===== src/rtl/pc_pkg.sv =====
// pc_pkg: shared PC constants and the next-PC select encoding
package pc_pkg;
  localparam logic [31:0] RESET_VEC = 32'h18C0;
  localparam logic [31:0] EXC_VEC = 32'h0080;
  localparam int PC_INC = 4;
  typedef enum logic [2:0] {EXC, HOLD, RET, CALL, JMP, BR, SEQ} pc_sel_e;
endpackage


===== src/rtl/ras_stack.sv =====
// ras_stack: circular return-address stack; a push when full overwrites the oldest entry
module ras_stack #(
  parameter int DEPTH = 8,
  parameter int W = 32
) (
  input  logic                       clock,
  input  logic                       reset,
  input  logic                       push,
  input  logic                       pop,
  input  logic [W-1:0]               data,
  output logic [W-1:0]               top,
  output logic [$clog2(DEPTH):0]     count,
  output logic                       overflow,
  output logic                       underflow
);
  localparam int AW = $clog2(DEPTH);
  localparam int CW = AW + 1;
  logic [W-1:0] mem [DEPTH];
  logic [AW-1:0] sp;
  logic full, empty;
  assign full = count == CW'(DEPTH);
  assign empty = count == '0;
  assign top = mem[sp - AW'(1)];
  // entry storage needs no reset; a zero count makes stale entries invisible
  always_ff @(posedge clock) begin
    if (push) mem[sp] <= data;
  end
  // pointer, occupancy and one-cycle flag pulses
  always_ff @(posedge clock or posedge reset) begin
    if (reset) begin
      sp <= '0;
      count <= '0;
      overflow <= 1'b0;
      underflow <= 1'b0;
    end else begin
      overflow <= push && full;
      underflow <= pop && empty;
      if (push) begin
        sp <= sp + AW'(1);
        count <= full ? count : count + CW'(1);
      end else if (pop && !empty) begin
        sp <= sp - AW'(1);
        count <= count - CW'(1);
      end
    end
  end
endmodule


===== src/rtl/pc_ras.sv =====
// pc_ras: program counter with prioritized redirects and a return-address stack
module pc_ras import pc_pkg::*; #(
  parameter int ADDR_W = 32,
  parameter logic [ADDR_W-1:0] RESET_VECTOR = ADDR_W'(RESET_VEC),
  parameter logic [ADDR_W-1:0] EXC_VECTOR = ADDR_W'(EXC_VEC),
  parameter int RAS_DEPTH = 8
) (
  input  logic                        clock,
  input  logic                        reset,
  input  logic                        stall,
  input  logic                        exception,
  input  logic                        jmp,
  input  logic                        call,
  input  logic                        ret,
  input  logic [ADDR_W-1:0]           jmp_target,
  input  logic                        branch,
  input  logic                        zero,
  input  logic [ADDR_W-1:0]           branch_offset,
  output logic [ADDR_W-1:0]           address,
  output logic                        redirect,
  output logic                        ras_overflow,
  output logic                        ras_underflow,
  output logic [$clog2(RAS_DEPTH):0]  ras_count
);
  pc_sel_e sel;
  logic [ADDR_W-1:0] seq_pc, top, next_pc;
  logic ret_hit, next_redirect;
  // priority decode and next-PC selection
  always_comb begin
    sel = exception ? EXC : stall ? HOLD : ret ? RET : call ? CALL : jmp ? JMP : (branch && !zero) ? BR : SEQ;
    seq_pc = address + ADDR_W'(PC_INC);
    ret_hit = ras_count != '0;
    next_pc = sel == EXC ? EXC_VECTOR :
              sel == HOLD ? address :
              sel == RET ? (ret_hit ? top : seq_pc) :
              (sel == CALL || sel == JMP) ? RESET_VECTOR + jmp_target :
              sel == BR ? address + branch_offset - ADDR_W'(PC_INC) : seq_pc;
    next_redirect = sel == EXC || sel == CALL || sel == JMP || sel == BR || (sel == RET && ret_hit);
  end
  ras_stack #(.DEPTH(RAS_DEPTH), .W(ADDR_W)) u_ras (
    .clock(clock),
    .reset(reset),
    .push(sel == CALL),
    .pop(sel == RET),
    .data(seq_pc),
    .top(top),
    .count(ras_count),
    .overflow(ras_overflow),
    .underflow(ras_underflow)
  );
  // PC register
  always_ff @(posedge clock or posedge reset) begin
    if (reset) begin
      address <= RESET_VECTOR;
      redirect <= 1'b0;
    end else begin
      address <= next_pc;
      redirect <= next_redirect;
    end
  end
endmodule


===== config.mk =====
export PLATFORM = sky130hd
export DESIGN_NAME = pc_ras
export DESIGN_NICKNAME = d
export VERILOG_FILES = /design/src/rtl/pc_pkg.sv /design/src/rtl/ras_stack.sv /design/src/rtl/pc_ras.sv
export SDC_FILE = /design/constraint.sdc
export NUM_CORES = 1
export LEC_CHECK = 0
export BUFFER_PORTS_ARGS = -buffer_cell sky130_fd_sc_hd__buf_2
export CAP_MARGIN = 20
export CELL_PAD_IN_SITES_DETAIL_PLACEMENT = 0
export CELL_PAD_IN_SITES_GLOBAL_PLACEMENT = 1
export CORE_AREA = 2 2 220 222
export DETAILED_ROUTE_END_ITERATION = 6
export DIE_AREA = 0 0 222 224
export HOLD_SLACK_MARGIN = 0.15
export PLACE_DENSITY_LB_ADDON = 0.1
export RECOVER_POWER = 100
export SYNTH_ARGS = -nofsm -noshare
export SYNTH_HDL_FRONTEND = slang
export SYNTH_SLANG_ARGS = --single-unit
export TNS_END_PERCENT = 30

===== constraint.sdc =====
create_clock -name clock -period 10.54 [get_ports clock]
set_input_delay 1.581 -clock clock [delete_from_list [all_inputs] [get_ports clock]]
set_output_delay 1.581 -clock clock [all_outputs]
set_load 0.01 [all_outputs]

After elaboration in Yosys (flattened, before gate mapping). Memory sizes are Yosys's and may differ from the RTL's. Index checks and enable logic that the tools add are counted.

Register bits: 42. Memory bits (writable): 256. Bits of input ports: 73. Output and inout bits: 39. Logic and storage cells: 59. Memories: 1.

Memories: u_ras.mem (words 8, width 32, read ports 1, clocked after memory_dff 0, wr ports 1, line ras_stack.sv:18) `logic [W-1:0] mem [DEPTH];`.

Add/sub/neg operators: 8. Eq/ne operators: 8. Mux-type cells: 19. Reduce and logical (&&, ||, !) cells: 17.

Operator list (count): $mux W32 (6); $add A13 B32 Y32 const A (1); $add A32 B3 Y32 const B (1); $add A32 B32 Y32 (1); $sub A32 B3 Y32 const B (1); $mux W3 (6); $mux W4 (3); $eq A3 B2 Y1 const B (2); $eq A3 B3 Y1 const B (2); $logic_and A1 B1 Y1 (5); $logic_or A1 B1 Y1 (5); $add A4 B1 Y4 const B (1); $eq A4 B4 Y1 const B (1); $logic_not A4 Y1 (1); $mux W2 (2); $ne A2 B2 Y1 const B (2); $reduce_bool A4 Y1 (1); $sub A4 B1 Y4 const B (1); $add A3 B1 Y3 const B (1); $eq A3 B1 Y1 const B (1); $logic_not A3 Y1 (1); $sub A3 B1 Y3 const B (1); $logic_not A1 Y1 (2); $mux W1 (2); other kinds (2) (2).

Longest topological paths before layout.
Word-level depth: 14. Mapped depth: 14. Gate-level depth less buffers: 12.

Cells and area by module. From an unflattened synthesis, not the netlist that was laid out.

Cells, all modules: 1254. Area total of the unflattened synthesis: 15931.5 µm².

By module, submodules not included: ras_stack (times used 1, cells each 431, area an instance 10238.6 µm², sequential area each 7912.6 µm²); pc_ras (times used 1, cells each 823, area an instance 5693.0 µm², sequential area each 830.8 µm²).

Worst setup path after synthesis. OpenSTA, ideal clock, no wires.

Path kind: input to register. Start: input port stall. End: memory u_ras.mem[0][0], enable pin. Library setup time: 501 ps. Arrival: 5519 ps. Setup slack: 4519 ps. Cell stages on the path: 6. Buffers on the path: 2. Cells stage by stage: buf_2 -> nor3_2 -> and2_1 -> buf_2 -> inv_2 -> nor4_1.

Longest elaborated chain between the ends: 5.

Ends and longest elaborated chain: from (decl) (line pc_ras.sv:10) `input logic stall,`; $mux W3 (2 in a row) (line pc_ras.sv:30) `sel = exception ? EXC : stall ? HOLD : ret ? RET : call ? CALL : jmp ? JMP : (branch && !zero) ? BR : SEQ;`; $eq A3 B2 Y1 (line pc_ras.sv:43) `.push(sel == CALL),`; $mux W1 (line ras_stack.sv:26) `if (push) mem[sp] <= data;`; $mux W1 (not written as such) (line ras_stack.sv:26); to (decl) (line ras_stack.sv:18).

Every way passes these cells.

Worst setup path after layout.
Start: register u_ras.sp[0]. End: register address[2].

Longest elaborated chain between the ends: 6.

Ends and longest elaborated chain: from (decl) (line ras_stack.sv:19) `logic [AW-1:0] sp;`; from (signal assigned) (line ras_stack.sv:39) `sp <= sp + AW'(1);`; from (signal assigned) (line ras_stack.sv:42) `sp <= sp - AW'(1);`; $sub A3 B1 Y3 (line ras_stack.sv:23) `assign top = mem[sp - AW'(1)];`; $mem_v2 Z8 W32; $mux W32 (2 in a row) (line pc_ras.sv:35) `sel == RET ? (ret_hit ? top : seq_pc) :`; $mux W32 (line pc_ras.sv:34) `sel == HOLD ? address :`; $mux W32 (line pc_ras.sv:33) `next_pc = sel == EXC ? EXC_VECTOR :`; to (signal assigned) (line pc_ras.sv:57) `address <= next_pc;`; to (decl) (line pc_ras.sv:19) `output logic [ADDR_W-1:0] address,`.

Every way passes these cells. The select of a mux whose other input is x is not followed. A chain may end at the register's enable or synchronous reset.

==> impl_metrics.json <==
{
  "status": "complete, but fails checks",
  "violations": "max-capacitance violations, max-slew violations",
  "htreeDepth": 2,
  "worstMarginPinSlew_ns": 3.54,
  "fillers": 4681,
  "gp_congestion": 0.830,
  "synth_cells": 1296,
  "path_max_fanout": 52,
  "finalCritPeriodShare_pct": 63.2,
  "die_w_um": 222,
  "num_vias": 10947,
  "initial_core_util_pct": 33.7,
  "fp.dieH_um": 224,
  "cts-buffers-inserted": 34,
  "drt_iter0_drc": 717,
  "area_delta_synth_final_pct": 14.2,
  "timing.final.hold_violations": 0,
  "cts_hold_buf": 0,
  "viasPerCell": 5.35,
  "port_buffers": 111,
  "synth-seq-cells": 298,
  "wl_met1_um": 22700,
  "powerDensity_nw_per_um2": 251,
  "fmax_mhz": 150,
  "rsz0062_at_grt": "false",
  "syn_nets": 1438,
  "routedWlPerCell_um": 23.9,
  "cp_cell_sequence": "inv_1, ha_1, clkbuf_1, mux4_2, nand2_1, a21oi_1, a21oi_1, a211oi_1, a21oi_1, nor2_1",
  "power.leakage_nw": 6.68,
  "clk_latency_ns": 0.53,
  "num_rows": 80,
  "nets": 1552,
  "r2r_cells": 10,
  "fin_area_um2": 18200,
  "synth.cell_area_um2": 15900,
  "endpoint_kind": "flop",
  "hp-start": "address[18]$_DFFE_PP0P_",
  "cts.repair_timing.setup_buffer_count": 0,
  "clockBufferDepth": 3,
  "slowest_delay_ns": 2.54,
  "worst_path_max_delay_cell": "clkbuf_1",
  "grt_pass1_vias": 11052,
  "ant_nets": 0,
  "skew_ns": 0.0171,
  "ios": 112,
  "cp.depth": 10,
  "setup.worst_path.start_class": "flop",
  "drv_cap": 12,
  "finalCriticalPeriod_ns": 6.66,
  "drt_wl_total_um": 48900,
  "coreArea_um2": 47300,
  "overflow": 0,
  "track_usage_pct": 19.8,
  "synth_edf_count": 256,
  "cts_tree": "done",
  "first_pass_iters": 5,
  "ys_types": 78,
  "ctsResizeCount": 0,
  "async_reset_ff_share_pct": 14.1,
  "hold_class": "flop to flop",
  "path_common_cell": "a21oi_1",
  "critPathLaunch": "u_ras.sp[0]$_DFFE_PP0P_",
  "clock-sinks": 298,
  "route.detailed.drc": 0,
  "place_area_um2": 17300,
  "min_path_cells": 1,
  "dieArea_um2": 49700,
  "yosys_warnings": 0,
  "n_antenna_cell": 0,
  "worstHoldEndpoint": "address[18]$_DFFE_PP0P_",
  "antenna_found_initial": 0,
  "synth_ff_type": "edfxtp_1",
  "path_class": "flop to flop",
  "crit_family": "buffers and inverters",
  "drive_above_1_share_pct": 15.3,
  "grt_max_degree": 53,
  "r2r_end": "address[2]$_DFFE_PP0P_",
  "dr.max_layer_used": "met4",
  "syn_area_per_cell_um2": 12.3,
  "synth_seq_area_share_pct": 54.8,
  "grt_pass1_wl_um": 73000,
  "setup_viol": 0,
  "clk_pin_slew_ns": 0.06,
  "ir_drop_uv": 162,
  "met2WireLength_um": 23400,
  "rrSetupSlack_ns": 3.88,
  "rr_startpoint": "u_ras.sp[0]$_DFFE_PP0P_",
  "cp.required_ns": 10.99,
  "tns_ns": 0,
  "worstPathArrival_ns": 7.11,
  "dp_hpwl_um": 33600,
  "relSlewSlack_pct": -136,
  "cp_num_buf_inv": 2,
  "wl_met3_um": 1820,
  "root_buffer": "clkbuf_16",
  "finalMaxSlewViolations": 379
}
[stage by stage]
step           utilization, %  instances  total power (W)  hold slack [ns]  setup WS, ns
6_report                 38.4       2048          0.00457            0.579          3.88
3_5_place_dp             36.6       1989          0.00345            0.574          5.62
5_1_grt                  38.4       2048          0.00487            0.608          3.07
4_1_cts                  38.9       2048          0.00464            0.588          6.17
2_1_floorplan               -       1296          0.00280            0.557          4.52
3_3_place_gp             36.6       1989          0.00346            0.569          5.62
[report_power, final]
part	switching, W	leakage, nW	internal, W
Sequential	0.000124	2.89	0.00140
Clock	0.000481	0.523	0.000692
Combinational	0.00110	3.27	0.000770
Total	0.00171	6.68	0.00286
[worst register-to-register path: cells and delay by family, from the launching register on]
family	cells	cell delay [ns]
fa+ha+maj	1	0.81
simple gates	2	0.21
buf+inv	2	2.67
mux	1	0.70
flops	1	1.52
compound gates	4	0.70
[sequential cells by signal, indices dropped and copies added (netlist names)]
name             count
u_ras.mem          256
address             32
u_ras.count          4
u_ras.sp             3
redirect             1
u_ras.overflow       1
u_ras.underflow      1
[area by class of cell]
| cell class | instances | area (um2) | area share [%] |
|---|---|---|---|
| clock buffers | 38 | 866 | 4.76 |
| clock inverters | 21 | 221 | 1.22 |
| inverters | 135 | 507 | 2.78 |
| multi-input cells | 802 | 6430 | 35.3 |
| flip-flops and latches | 298 | 8740 | 48.0 |
| well taps | 615 | 769 | 4.23 |
| repair buffers | 139 | 662 | 3.64 |
[cells in the mapped netlist (3+ instances only)]
| cell type | instances | area share, % |
|---|---|---|
| o21a_1 | 3 | 0.14 |
| nor3_1 | 21 | 0.66 |
| a211oi_2 | 4 | 0.31 |
| dfrtp_1 | 38 | 6.0 |
| a22oi_1 | 3 | 0.14 |
| o21bai_1 | 7 | 0.33 |
| nand3_1 | 33 | 1.0 |
| a221oi_1 | 3 | 0.16 |
| o31ai_1 | 4 | 0.19 |
| buf_2 | 18 | 0.57 |
| a31oi_1 | 15 | 0.59 |
| nor2_1 | 62 | 1.5 |
| o21ai_0 | 53 | 1.7 |
| a21o_1 | 12 | 0.57 |
| and2_1 | 7 | 0.27 |
| a211oi_1 | 20 | 0.94 |
| and3_1 | 11 | 0.43 |
| xnor2_1 | 58 | 3.2 |
| mux2i_1 | 7 | 0.44 |
| dfstp_2 | 4 | 0.66 |
| o211ai_1 | 20 | 0.94 |
| edfxtp_1 | 256 | 48 |
| o221ai_1 | 5 | 0.27 |
| xor2_1 | 22 | 1.2 |
| nor2b_1 | 4 | 0.16 |
| a21oi_1 | 58 | 1.8 |
| o21ai_1 | 9 | 0.28 |
| and4_1 | 4 | 0.22 |
| nand2b_1 | 7 | 0.27 |
| clkbuf_1 | 38 | 0.89 |
| ha_1 | 67 | 5.3 |
| mux4_2 | 64 | 9.0 |
| buf_1 | 3 | 0.071 |
| nand2_1 | 130 | 3.1 |
| nor4_1 | 5 | 0.20 |
| nand4_1 | 21 | 0.82 |
| inv_1 | 134 | 3.2 |
| a221o_1 | 5 | 0.31 |
| o22ai_1 | 6 | 0.24 |
[logic make-up (layout without fill, tap and decap cells)]
| group | after synthesis | count (layout) | synth area share, % |
|---|---|---|---|
| DFF | 298 | 298 | 54.8 |
| AOI/OAI and AO/OA | 257 | 257 | 10.8 |
| xor gates and xnor gates | 82 | 82 | 4.60 |
| buffers and inverters | 196 | 333 | 4.80 |
| muxes | 73 | 73 | 9.62 |
| and+or+nand+nor | 321 | 321 | 9.84 |
| adders and majority gates | 69 | 69 | 5.51 |
[cells in the final DEF, fill, tap and decap left out, types with 20 or more instances in the layout]
cell and instances:
edfxtp_1 256, inv_1 135, nand2_1 130, buf_2 73, ha_1 67, mux4_2 64
xnor2_1 59, nor2_1 59, a21oi_1 58, clkbuf_1 57, o21ai_0 55, dfrtp_1 38
clkbuf_16 34, nand3_1 33, nand4_1 22, nor3_1 22, xor2_1 21, a211oi_1 20
o211ai_1 20
[metal layers]
metal	track usage [%]	vias to the layer above
li1	-	5068
met1	27.6	5531
met2	33.0	282
met3	2.39	66
met4	4.75	0
met5	0	-
[worst max-delay path by stage]
| stage | slack (ns) | to |
|---|---|---|
| after floorplan | 4.52 | u_ras.mem[0][0]$_DFFE_PP_ |
| after global placement | 5.62 | address[27]$_DFFE_PP0P_ |
| after detailed placement | 5.62 | address[27]$_DFFE_PP0P_ |
| after CTS | 6.17 | address[27]$_DFFE_PP0P_ |
| after global routing | 3.07 | address[2]$_DFFE_PP0P_ |
| final | 3.88 | address[2]$_DFFE_PP0P_ |
Note: power is estimated with default switching activity, not from simulation.
